`src/rtl/cordic_arbiter.sv`:
```
// cordic_arbiter: round-robin arbiter sharing one CORDIC pipeline between NUM_CH channels, with tag tracking and flush.
// Optional per-channel saturating grant counters are built when CORDIC_ARB_STATS_EN is defined.
module cordic_arbiter #(
    parameter int NUM_CH  = 4,
    parameter int LATENCY = 5
) (
    input  logic                  clk,
    input  logic                  reset,
    input  logic [NUM_CH-1:0]     req_valid,
    input  logic [NUM_CH*32-1:0]  req_re,
    input  logic [NUM_CH*32-1:0]  req_im,
    output logic [NUM_CH-1:0]     req_ready,
    output logic                  cord_enable,
    output logic [31:0]           cord_x_re,
    output logic [31:0]           cord_x_im,
    input  logic                  cord_enable_out,
    input  logic [31:0]           cord_theta,
    input  logic [31:0]           cord_mag,
    output logic                  res_valid,
    output logic [2:0]            res_ch,
    output logic [31:0]           res_theta,
    output logic [31:0]           res_mag,
    input  logic                  flush,
    output logic                  flush_done,
    output logic                  tag_err,
    input  logic [2:0]            stat_sel,
    output logic [15:0]           stat_cnt
);

    localparam int IFW = $clog2(LATENCY + 2);
    localparam int WCW = (LATENCY > 1) ? $clog2(LATENCY) : 1;

    typedef enum logic [1:0] {
        ST_WARMUP = 2'b00,
        ST_RUN    = 2'b01,
        ST_DRAIN  = 2'b10,
        ST_DONE   = 2'b11
    } state_t;

    state_t                 state_r;
    state_t                 state_s;
    logic [WCW-1:0]         warm_cnt_r;
    logic [2:0]             ptr_r;
    logic [IFW-1:0]         inflight_r;
    logic [IFW-1:0]         inflight_s;

    logic [2*NUM_CH-1:0]    rot_s;
    logic                   eligible_s;
    logic                   hs_s;
    logic [2:0]             grant_idx_s;
    logic [NUM_CH-1:0]      grant_s;
    logic [31:0]            op_re_s;
    logic [31:0]            op_im_s;

    logic                   cord_enable_r;
    logic [2:0]             cord_ch_r;
    logic [31:0]            cord_x_re_r;
    logic [31:0]            cord_x_im_r;

    logic [LATENCY-1:0]     tag_vld_r;
    logic [2:0]             tag_ch_r [LATENCY];
    logic                   tag_out_vld_s;
    logic                   tag_err_r;

    function automatic logic [2:0] wrap_idx(input logic [2:0] p, input int k);
        int s;
        s = int'(p) + k;
        return (s >= NUM_CH) ? 3'(s - NUM_CH) : 3'(s);
    endfunction

    // Round-robin scan: first valid channel at or after ptr; lowest offset wins.
    always_comb begin
        logic hit_v;
        hit_v       = 1'b0;
        eligible_s  = (state_r == ST_RUN) && !flush;
        rot_s       = {req_valid, req_valid} >> ptr_r;
        hs_s        = 1'b0;
        grant_idx_s = 3'd0;
        for (int k = NUM_CH - 1; k >= 0; k--) begin
            hit_v       = eligible_s & rot_s[k];
            grant_idx_s = hit_v ? wrap_idx(ptr_r, k) : grant_idx_s;
            hs_s        = hs_s | hit_v;
        end
        grant_s = hs_s ? (NUM_CH'(1) << grant_idx_s) : {NUM_CH{1'b0}};
    end

    // Operand mux for the granted channel.
    always_comb begin
        op_re_s = 32'h0000_0000;
        op_im_s = 32'h0000_0000;
        for (int k = 0; k < NUM_CH; k++) begin
            op_re_s = (grant_idx_s == 3'(k)) ? req_re[k*32 +: 32] : op_re_s;
            op_im_s = (grant_idx_s == 3'(k)) ? req_im[k*32 +: 32] : op_im_s;
        end
    end

    // In-flight bookkeeping: an item counts from CORDIC issue until its tag leaves the shift register.
    always_comb begin
        inflight_s = inflight_r;
        case ({cord_enable_r, tag_out_vld_s})
            2'b10:   inflight_s = inflight_r + IFW'(1);
            2'b01:   inflight_s = inflight_r - IFW'(1);
            default: inflight_s = inflight_r;
        endcase
    end

    // Next-state logic; DRAIN looks at the post-retire count so DONE follows the last result directly.
    always_comb begin
        state_s = state_r;
        case (state_r)
            ST_WARMUP: state_s = (warm_cnt_r == WCW'(LATENCY - 1)) ? ST_RUN : ST_WARMUP;
            ST_RUN:    state_s = flush ? ST_DRAIN : ST_RUN;
            ST_DRAIN:  state_s = (inflight_s == {IFW{1'b0}}) ? ST_DONE : ST_DRAIN;
            ST_DONE:   state_s = flush ? ST_DONE : ST_RUN;
            default:   state_s = ST_WARMUP;
        endcase
    end

    // State, warm-up counter, pointer and in-flight count.
    always_ff @(posedge clk) begin
        if (!reset) begin
            state_r    <= ST_WARMUP;
            warm_cnt_r <= {WCW{1'b0}};
            ptr_r      <= 3'd0;
            inflight_r <= {IFW{1'b0}};
        end else begin
            state_r    <= state_s;
            warm_cnt_r <= (state_r == ST_WARMUP) ? warm_cnt_r + WCW'(1) : {WCW{1'b0}};
            if (hs_s) begin
                ptr_r <= (grant_idx_s == 3'(NUM_CH - 1)) ? 3'd0 : grant_idx_s + 3'd1;
            end
            inflight_r <= inflight_s;
        end
    end

    // Registered CORDIC drive; operands hold between grants.
    always_ff @(posedge clk) begin
        if (!reset) begin
            cord_enable_r <= 1'b0;
            cord_ch_r     <= 3'd0;
            cord_x_re_r   <= 32'h0000_0000;
            cord_x_im_r   <= 32'h0000_0000;
        end else begin
            cord_enable_r <= hs_s;
            if (hs_s) begin
                cord_ch_r   <= grant_idx_s;
                cord_x_re_r <= op_re_s;
                cord_x_im_r <= op_im_s;
            end
        end
    end

    // Tag shift register follows the CORDIC enable through the pipeline.
    always_ff @(posedge clk) begin
        if (!reset) begin
            tag_vld_r <= {LATENCY{1'b0}};
            for (int i = 0; i < LATENCY; i++) begin
                tag_ch_r[i] <= 3'd0;
            end
        end else begin
            tag_vld_r[0] <= cord_enable_r;
            tag_ch_r[0]  <= cord_ch_r;
            for (int i = 1; i < LATENCY; i++) begin
                tag_vld_r[i] <= tag_vld_r[i-1];
                tag_ch_r[i]  <= tag_ch_r[i-1];
            end
        end
    end

    assign tag_out_vld_s = tag_vld_r[LATENCY-1];

    // Sticky tag/pipeline disagreement flag.
    always_ff @(posedge clk) begin
        if (!reset) begin
            tag_err_r <= 1'b0;
        end else if (cord_enable_out != tag_out_vld_s) begin
            tag_err_r <= 1'b1;
        end
    end

`ifdef CORDIC_ARB_STATS_EN
    logic [15:0] grant_cnt_r [NUM_CH];
    logic [15:0] stat_cnt_r;

    // Saturating per-channel grant counters and registered readout.
    always_ff @(posedge clk) begin
        if (!reset) begin
            for (int k = 0; k < NUM_CH; k++) begin
                grant_cnt_r[k] <= 16'h0000;
            end
            stat_cnt_r <= 16'h0000;
        end else begin
            for (int k = 0; k < NUM_CH; k++) begin
                if (hs_s && (grant_idx_s == 3'(k)) && (grant_cnt_r[k] != 16'hFFFF)) begin
                    grant_cnt_r[k] <= grant_cnt_r[k] + 16'h0001;
                end
            end
            stat_cnt_r <= 16'h0000;
            for (int k = 0; k < NUM_CH; k++) begin
                if (stat_sel == 3'(k)) begin
                    stat_cnt_r <= grant_cnt_r[k];
                end
            end
        end
    end

    assign stat_cnt = stat_cnt_r;
`else
    logic unused_stat_sel_s;
    assign unused_stat_sel_s = ^stat_sel;
    assign stat_cnt          = 16'h0000;
`endif

    assign req_ready   = grant_s;
    assign cord_enable = cord_enable_r;
    assign cord_x_re   = cord_x_re_r;
    assign cord_x_im   = cord_x_im_r;
    assign res_valid   = tag_out_vld_s;
    assign res_ch      = tag_ch_r[LATENCY-1];
    assign res_theta   = cord_theta;
    assign res_mag     = cord_mag;
    assign flush_done  = (state_r == ST_DONE);
    assign tag_err     = tag_err_r;

endmodule

```
`config.mk`:
```
export PLATFORM = sky130hd
export DESIGN_NAME = cordic_arbiter
export DESIGN_NICKNAME = d
export VERILOG_FILES = /design/src/rtl/cordic_arbiter.sv
export SDC_FILE = /design/constraint.sdc
export NUM_CORES = 1
export LEC_CHECK = 0
export CAP_MARGIN = 5
export CORE_AREA = 5 5 185 187
export CTS_CLUSTER_DIAMETER = 150
export CTS_CLUSTER_SIZE = 8
export DETAILED_ROUTE_END_ITERATION = 16
export DIE_AREA = 0 0 190 192
export PLACE_DENSITY = 0.62
export SLEW_MARGIN = 20
export SYNTH_ARGS = -nofsm -noshare
export SYNTH_HDL_FRONTEND = slang
export SYNTH_SLANG_ARGS = --single-unit
```
`constraint.sdc`:
```
create_clock -name clk -period 4.22 [get_ports clk]
set_input_delay 0.633 -clock clk [delete_from_list [all_inputs] [get_ports clk]]
set_output_delay 0.633 -clock clk [all_outputs]
set_load 0.05 [all_outputs]
```
==> reports/summary.txt, run 1 <==
======================================================================================================
Outcome                                                                                      completed
Number of enable-type register cells in the synthesized netlist                                      0
Cell area after technology mapping                                                            6570 um2
Buffers plus inverters on the worst setup path                                                       4
Net count, final                                                                                  1356
Count of vias placed by the detailed router                                                       6458
Number of pins exceeding their max-slew limit in the final report                                    0
Cell-by-cell listing of the critical path                                                 clkdlybuf4s50_1 > mux2_4 > a211o_1 > o31a_1 > a211o_1 > mux2i_4 > buf_4 > ha_4 > buf_4 > and2_1 > buf_12
Overall routing resource usage                                                                   13.3%
Largest driver fanout on the critical path                                                          23
Post-route total power                                                                       0.00262 W
Antenna violation net count after detailed routing                                                   0
Reported net switching power                                                                0.000705 W
Via count of the first global-routing pass                                                        6619
Clk_skew                                                                                    0.00760 ns
Clock network fraction of design power                                                           38.4%
Count of endpoints failing setup in the final report                                                 0
Synthesized-area fraction occupied by adder cells                                                1.83%
Internal power                                                                               0.00191 W
Placed cells                                                                                      1447
Die height                                                                                      192 um
Post-Syn Instances                                                                                 786
DRT iter0 DRCs                                                                                     213
Switching part of the total power                                                                27.0%
Wire length of the first global-routing pass                                                  37800 um
Standard cell with the maximum stage delay on the critical path                           sky130_fd_sc_hd__clkdlybuf4s50_1
Average size of a mapped cell                                                                 8.36 um2
CTS buffer count                                                                                     9
Data required time at the worst endpoint                                                       3.59 ns
Site row count                                                                                      66
Max_slew headroom                                                                                30.4%
Synth Register Bits                                                                                100
Post-placement worst setup slack                                                              0.143 ns
Filler Cell Count                                                                                 3355
Core area                                                                                    32300 um2
Number of buffers added for setup after CTS                                                          0
Fraction of synthesized cell area in xor and xnor cells                                         0.800%
Clock tree from TritonCTS                                                                        built
IO Count                                                                                           486
Post-synth cell types                                                                               47
Count of cell instances traversed by the critical path                                              11
Routed wire length                                                                            25400 um
Fin crit period                                                                                3.95 ns
Most used flip-flop cell after synthesis                                                  sky130_fd_sc_hd__dfxtp_1
Largest net degree at the start of global routing                                                  100
Num Clock Sinks                                                                                    100
Combinational share of power                                                                     23.8%
HP Class                                                                                  flip-flop to flip-flop
Count of placed standard cells in the final layout, fillers left out                              1463
Final weighted congestion in routability-driven placement                                        0.789
Most common library cell in the layout ignoring fill and taps                             sky130_fd_sc_hd__clkdlybuf4s50_1
Vias/cell                                                                                         4.41
Worst path setup slack after routing                                                          0.274 ns
Area contributors post-synth                                                              sky130_fd_sc_hd__dfxtp_1 30%, sky130_fd_sc_hd__o211a_1 9.8%, sky130_fd_sc_hd__buf_4 9.5%, sky130_fd_sc_hd__o211ai_2 7.2%, sky130_fd_sc_hd__a21oi_1 6.6%
Number of warning messages in the yosys log                                                          0
Count of cells resized by post-cts repair                                                            0
Insertion delay of the later-clocked pin in the worst-skew pair                                0.36 ns
Multiplexer share of the synthesized area                                                        1.56%
Critical path launch point type                                                              input pin
Final cycle utilization of the critical path                                                     93.5%
Basic-gate share of the synthesized area counting and, or, nand and nor cells                    15.2%
First-pass iteration count of the detailed router                                                    4
Setup CP Type                                                                             input pin to output pin
Worst path max stage delay                                                                     0.50 ns
Clock Path Buffers                                                                                   2
Final global-route overflow total                                                                    0
Post-Route Setup TNS                                                                              0 ns
Final hold violation count                                                                           0
Full die area                                                                                36500 um2
Transition time at the pin with the least slew margin                                          1.04 ns
Leading area contributor after synthesis                                                  sky130_fd_sc_hd__dfxtp_1
Complex-gate fraction of the synthesized area                                                    34.6%
Proportion of netlist area held by the largest area contributor                                  30.5%
Worst Path Arrival                                                                             3.31 ns
Share of synthesized registers carrying an async set or reset                                       0%
Layout overhead on the synthesized area                                                          56.5%
Starting Density                                                                                 20.3%
Worst ir drop on vdd                                                                        0.000289 V
Power density over the cells                                                                254 nW/um2
Endpoint type of the worst setup path                                                       output pin
Leak pwr                                                                                       4.34 nW
Post-layout util                                                                                 31.8%
Initial antenna violation count                                                                      2
Fraction of final layout cells sized beyond drive strength 1                                     9.11%
Clock transition at the register clock pins on the worst setup and hold paths after CTS        0.07 ns
Part of the power in registers                                                                   37.9%
Total number of H-tree levels                                                                        3
Number of hold-repair buffers added at the cts stage                                                 0
Count of unresolved DRC violations after routing                                                     0
Overall die width                                                                               190 um
Maximum Capacitance Violations                                                                       0
Library cell used as clock root buffer                                                    sky130_fd_sc_hd__clkbuf_16
Wire length per cell                                                                           17.3 um
Unrepaired setup endpoints after global routing                                                     no
Worst path top cell family by delay                                                       buffers and inverters
ANT cells                                                                                            0
Maximum clock frequency                                                                      0.253 GHz
Commonest non-fill, non-tap cells in the layout                                           333 x sky130_fd_sc_hd__clkdlybuf4s50_1, 100 x sky130_fd_sc_hd__dfxtp_1, 91 x sky130_fd_sc_hd__nand2_1, 86 x sky130_fd_sc_hd__a21oi_1, 64 x sky130_fd_sc_hd__o211a_1
Sequential area share after synthesis                                                            30.5%
IO buf count                                                                                       338
Length in cells of the worst reg-to-reg path                                                        13
Post-detailed-placement half-perimeter wirelength                                             19400 um
Combinational family with the most area after synthesis                                   compound AO/OA/AOI/OAI gates
Hold Path Stages                                                                                     1
======================================================================================================
[cell usage after synthesis (all sizes together) (2+ instances only)]
| cell type | number |
|---|---|
| nand3b | 21 |
| dfxtp | 100 |
| nand2 | 92 |
| a21o | 2 |
| and2 | 29 |
| a21oi | 87 |
| o21a | 3 |
| nor2b | 5 |
| o21ai | 6 |
| nand3 | 2 |
| a21boi | 2 |
| o211a | 64 |
| ha | 8 |
| xnor2 | 5 |
| nand2b | 4 |
| mux2i | 4 |
| a211o | 3 |
| a22oi | 45 |
| buf | 99 |
| nor2 | 53 |
| inv | 15 |
| clkbuf | 56 |
| o211ai | 64 |
[worst reg2reg max path: cells and delay by family (launching register included)]
family                   cells  cell delay, ns
AO/OA/AOI/OAI                7            1.15
multiplexers                 1            0.65
flip-flops                   1            0.60
adder cells (fa/ha/maj)      1            0.19
buffers and inverters        2            0.43
AND/OR/NAND/NOR              2            0.49
[power by group through the flow]
stage,logic [W],registers [W],clock network [W]
3_5_place_dp,0.000624,0.00101,0
2_1_floorplan,0.000374,0.00109,0
6_report,0.000622,0.000990,0.00100
3_3_place_gp,0.000622,0.00101,0
5_1_grt,0.000665,0.000994,0.00108
4_1_cts,0.000628,0.000991,0.00105
[state kept, by name, indices dropped and copies added (netlist names), named ones only]
| name | count |
|---|---|
| inflight_r | 3 |
| tag_vld_r | 5 |
| warm_cnt_r | 3 |
| cord_ch_r | 3 |
| ptr_r | 3 |
| cord_x_im | 32 |
| tag_err | 1 |
| state_r | 1 |
| tag_ch_r | 15 |
| cord_enable | 1 |
| cord_x_re | 32 |
[area by class of cell]
type / count / area [um2] / area share [%]
Timing Repair Buffer: 359 / 3670 / 35.7
Inverter: 15 / 56.3 / 0.548
Multi-Input combinational cell: 531 / 3650 / 35.5
Clock inverter: 6 / 118 / 1.14
Sequential cell: 100 / 2000 / 19.5
Tap cell: 442 / 553 / 5.38
Clock buffer: 10 / 239 / 2.32
[path summary, 6_finish.rpt]
kind,from,end,slack (ns)
max,req_valid[3],req_ready[1],0.27
min,tag_ch_r[0][6]$_SDFF_PN0_,tag_ch_r[0][9]$_SDFF_PN0_,0.43
max reg2reg,ptr_r[0]$_SDFFE_PN0N_,cord_x_re[25]$_SDFFE_PN0N_,0.65
min reg2reg,tag_ch_r[0][6]$_SDFF_PN0_,tag_ch_r[0][9]$_SDFF_PN0_,0.43
[layer usage]
metal  up-vias  GRT usage [%]  wire (um)
li1       3158              -          -
met1      2999           15.9      10300
met2       248           22.3      12500
met3        49           4.58       1940
met4         4           4.45        612
met5         -              0         32
[cell families (layout without fill, tap and decap cells)]
kind of cell               after synthesis  count (layout)
adders and majority gates                9               9
other                                    1              16
buffers and inverters                  170             390
xor gates and xnor gates                 6               6
muxes                                    6               6
DFF                                    100             100
and+or+nand+nor                        212             212
AOI/OAI and AO/OA                      282             282
[per-stage QoR]
step                      area [um2]  hold slack (ns)
after floorplan                 6630            0.412
after global placement          9920            0.415
after detailed placement        9920            0.418
after CTS                      10300            0.439
after global routing           10300            0.445
final                          10300            0.435
(Power assumes the default switching activity.)
==> run 2, diff against run 1 <==
- DONT_BUFFER_PORTS: unset -> 1
- PLACE_DENSITY: 0.62 -> 0.42
==> run 2 against run 1 <==
Clock power shrank 7%. Total power decreased by 15%. Cell count fell by 24%. Worst hold slack lost 0.038 ns. Core utilization down 11 points. Critical path depth decreased by 2. Clock skew increased by 0.0032 ns. Via count shrank 19%.
==> reports/summary.txt, run 2 (synthesis gave the netlist of run 1 again) <==
======================================================================================================
Outcome                                                                                      completed
Setup CP Type                                                                             flip-flop to output pin
Hold Slack                                                                                    0.397 ns   -0.0381 ns
Initial antenna violation count                                                                      3   +1
Worst Path Arrival                                                                             3.34 ns   +0.03 ns
CTS buffer count                                                                                     9   unchanged
Final hold violation count                                                                           0   unchanged
Clock Path Buffers                                                                                   2   unchanged
Vias/cell                                                                                         4.65   +5.3%
Insertion delay of the later-clocked pin in the worst-skew pair                                0.36 ns   about the same
Transition time at the pin with the least slew margin                                         0.834 ns   -0.211 ns
Final cycle utilization of the critical path                                                     94.1%   +0.57 points
Final weighted congestion in routability-driven placement                                        0.782   -0.87%
Maximum clock frequency                                                                      0.252 GHz   -0.60%
Post-detailed-placement half-perimeter wirelength                                             16800 um   -14%
HP Class                                                                                  input pin to flip-flop
Fraction of final layout cells sized beyond drive strength 1                                     12.0%   +2.9 points
Worst path top cell family by delay                                                       compound AO/OA/AOI/OAI gates
Maximum Capacitance Violations                                                                       0   unchanged
Starting Density                                                                                 20.3%   unchanged
Unrepaired setup endpoints after global routing                                                     no
Via count of the first global-routing pass                                                        5052   -24%
Worst path max stage delay                                                                     0.61 ns   +0.11 ns
Count of endpoints failing setup in the final report                                                 0   unchanged
Library cell used as clock root buffer                                                    sky130_fd_sc_hd__clkbuf_16
Num Clock Sinks                                                                                    100   unchanged
Core area                                                                                    32300 um2   unchanged
Site row count                                                                                      66   unchanged
Clk_skew                                                                                     0.0108 ns   +0.00318 ns
Worst ir drop on vdd                                                                        0.000180 V   -38%
Most common library cell in the layout ignoring fill and taps                             sky130_fd_sc_hd__dfxtp_1
Count of vias placed by the detailed router                                                       5199   -19%
Wire length of the first global-routing pass                                                  32500 um   -14%
R2R setup slack                                                                                0.54 ns   -0.11 ns
Number of pins exceeding their max-slew limit in the final report                                    0   unchanged
Antenna violation net count after detailed routing                                                   0   unchanged
Overall die width                                                                               190 um   unchanged
IO Count                                                                                           486   unchanged
Overall routing resource usage                                                                   11.6%   -1.6 points
Cell-by-cell listing of the critical path                                                 mux2_4 > a211o_1 > o31a_1 > a211o_1 > mux2i_4 > inv_1 > ha_1 > buf_4 > and2_1
Buffers plus inverters on the worst setup path                                                       2   -2
Clock tree from TritonCTS                                                                        built
Largest net degree at the start of global routing                                                  128   +28%
Endpoint type of the worst setup path                                                       output pin
Layout overhead on the synthesized area                                                          2.72%
Standard cell with the maximum stage delay on the critical path                           sky130_fd_sc_hd__dfxtp_1
Number of hold-repair buffers added at the cts stage                                                 0   unchanged
IO buf count                                                                                         0   -100%
Clock transition at the register clock pins on the worst setup and hold paths after CTS        0.08 ns   about the same
Critical path's most frequent cell                                                        sky130_fd_sc_hd__a211o_1
DRT iter0 DRCs                                                                                     218   +2.3%
Full die area                                                                                36500 um2   unchanged
Net count, final                                                                                  1011   -25%
Wire length per cell                                                                           20.3 um   +17%
Fin crit period                                                                                3.97 ns   +0.0240 ns
Count of unresolved DRC violations after routing                                                     0   unchanged
Post-route cell area                                                                          6750 um2   -34%
Data required time at the worst endpoint                                                       3.59 ns   about the same
Critical path launch point type                                                              flip-flop
Power density over the cells                                                                331 nW/um2   +30%
Final global-route overflow total                                                                    0   unchanged
Number of buffers added for setup after CTS                                                          0   unchanged
Post-Route Setup TNS                                                                              0 ns   unchanged
Max_slew headroom                                                                                44.4%   +14 points
Leak pwr                                                                                       2.98 nW   -31%
First-pass iteration count of the detailed router                                                    4   unchanged
Die height                                                                                      192 um   unchanged
Commonest non-fill, non-tap cells in the layout                                           100 x sky130_fd_sc_hd__dfxtp_1, 91 x sky130_fd_sc_hd__nand2_1, 86 x sky130_fd_sc_hd__a21oi_1, 64 x sky130_fd_sc_hd__o211a_1, 53 x sky130_fd_sc_hd__nor2_1
Total number of H-tree levels                                                                        3   unchanged
Largest driver fanout on the critical path                                                          20   -13%
Count of cells resized by post-cts repair                                                            0   unchanged
Dpl cell area                                                                                 6410 um2   -35%
Routed wire length                                                                            22700 um   -11%
======================================================================================================
-- run 2: cell count changes in the layout (fill, tap and decap cells not counted) --
cell / change
sky130_fd_sc_hd__clkinvlp_4: -1
sky130_fd_sc_hd__clkbuf_8: -1
sky130_fd_sc_hd__buf_12: -7
sky130_fd_sc_hd__clkdlybuf4s50_1: -333
sky130_fd_sc_hd__buf_4: -5
sky130_fd_sc_hd__bufinv_16: -2
sky130_fd_sc_hd__clkinv_4: +1
sky130_fd_sc_hd__clkinv_8: +3
sky130_fd_sc_hd__diode_2: +1
-- run 2: worst paths after layout --
check                                  start                    endpoint  cells after the start
setup / recovery       ptr_r[0]$_SDFFE_PN0N_                req_ready[0]                      9
hold / removal                         reset  tag_ch_r[0][14]$_SDFF_PN0_                      1
hold reg to reg   tag_ch_r[0][11]$_SDFF_PN0_  tag_ch_r[0][14]$_SDFF_PN0_                      1
setup reg to reg       ptr_r[0]$_SDFFE_PN0N_  cord_x_im[12]$_SDFFE_PN0N_                     14
-- run 2: per-stage QoR --
| stage | worst slack [ns] | std cells | util (%) | total power, W |
|---|---|---|---|---|
| after CTS | 0.198 | 1118 | 20.9 | 0.00229 |
| after floorplan | 0.300 | 801 | - | 0.00146 |
| after global placement | 0.568 | 1102 | 19.9 | 0.00132 |
| after detailed placement | 0.508 | 1102 | 19.9 | 0.00132 |
| after global routing | 0.102 | 1119 | 20.9 | 0.00235 |
| final | 0.250 | 1119 | 20.9 | 0.00223 |
-- run 2: final cells by class --
class | instances | area, um2
Fill cell | 3594 | 25500
Multi-Input combinational cell | 531 | 3650
Sequential cell | 100 | 2000
Tap cell | 442 | 553
Clock buffer | 9 | 225
Timing Repair Buffer | 14 | 155
Clock inverter | 7 | 108
Inverter | 15 | 56.3
Antenna cell | 1 | 2.50
-- run 2: report_power, final --
group / total, W / leakage, nW / internal, W / switching (W)
logic: 0.000223 / 2.01 / 0.0000855 / 0.000137
clock network: 0.000933 / 0.160 / 0.000484 / 0.000449
registers: 0.00108 / 0.807 / 0.000972 / 0.000105
-- run 2: worst reg2reg max path, delay by kind of cell (launching register included) --
kind | cells | cell delay [ns]
AOI/OAI and AO/OA | 7 | 1.44
adders and majority gates | 1 | 0.27
buffers and inverters | 2 | 0.38
DFF | 1 | 0.61
muxes | 2 | 0.64
and+or+nand+nor | 2 | 0.25
-- run 2: routing by layer --
| metal | GRT usage (%) | vias to the layer above | share of wire (%) |
|---|---|---|---|
| met5 | 0 | - | 0.093 |
| met4 | 3.78 | 4 | 2.3 |
| met3 | 4.76 | 37 | 9.2 |
| met2 | 18.2 | 237 | 47 |
| met1 | 14.6 | 2435 | 41 |
| li1 | - | 2486 | - |
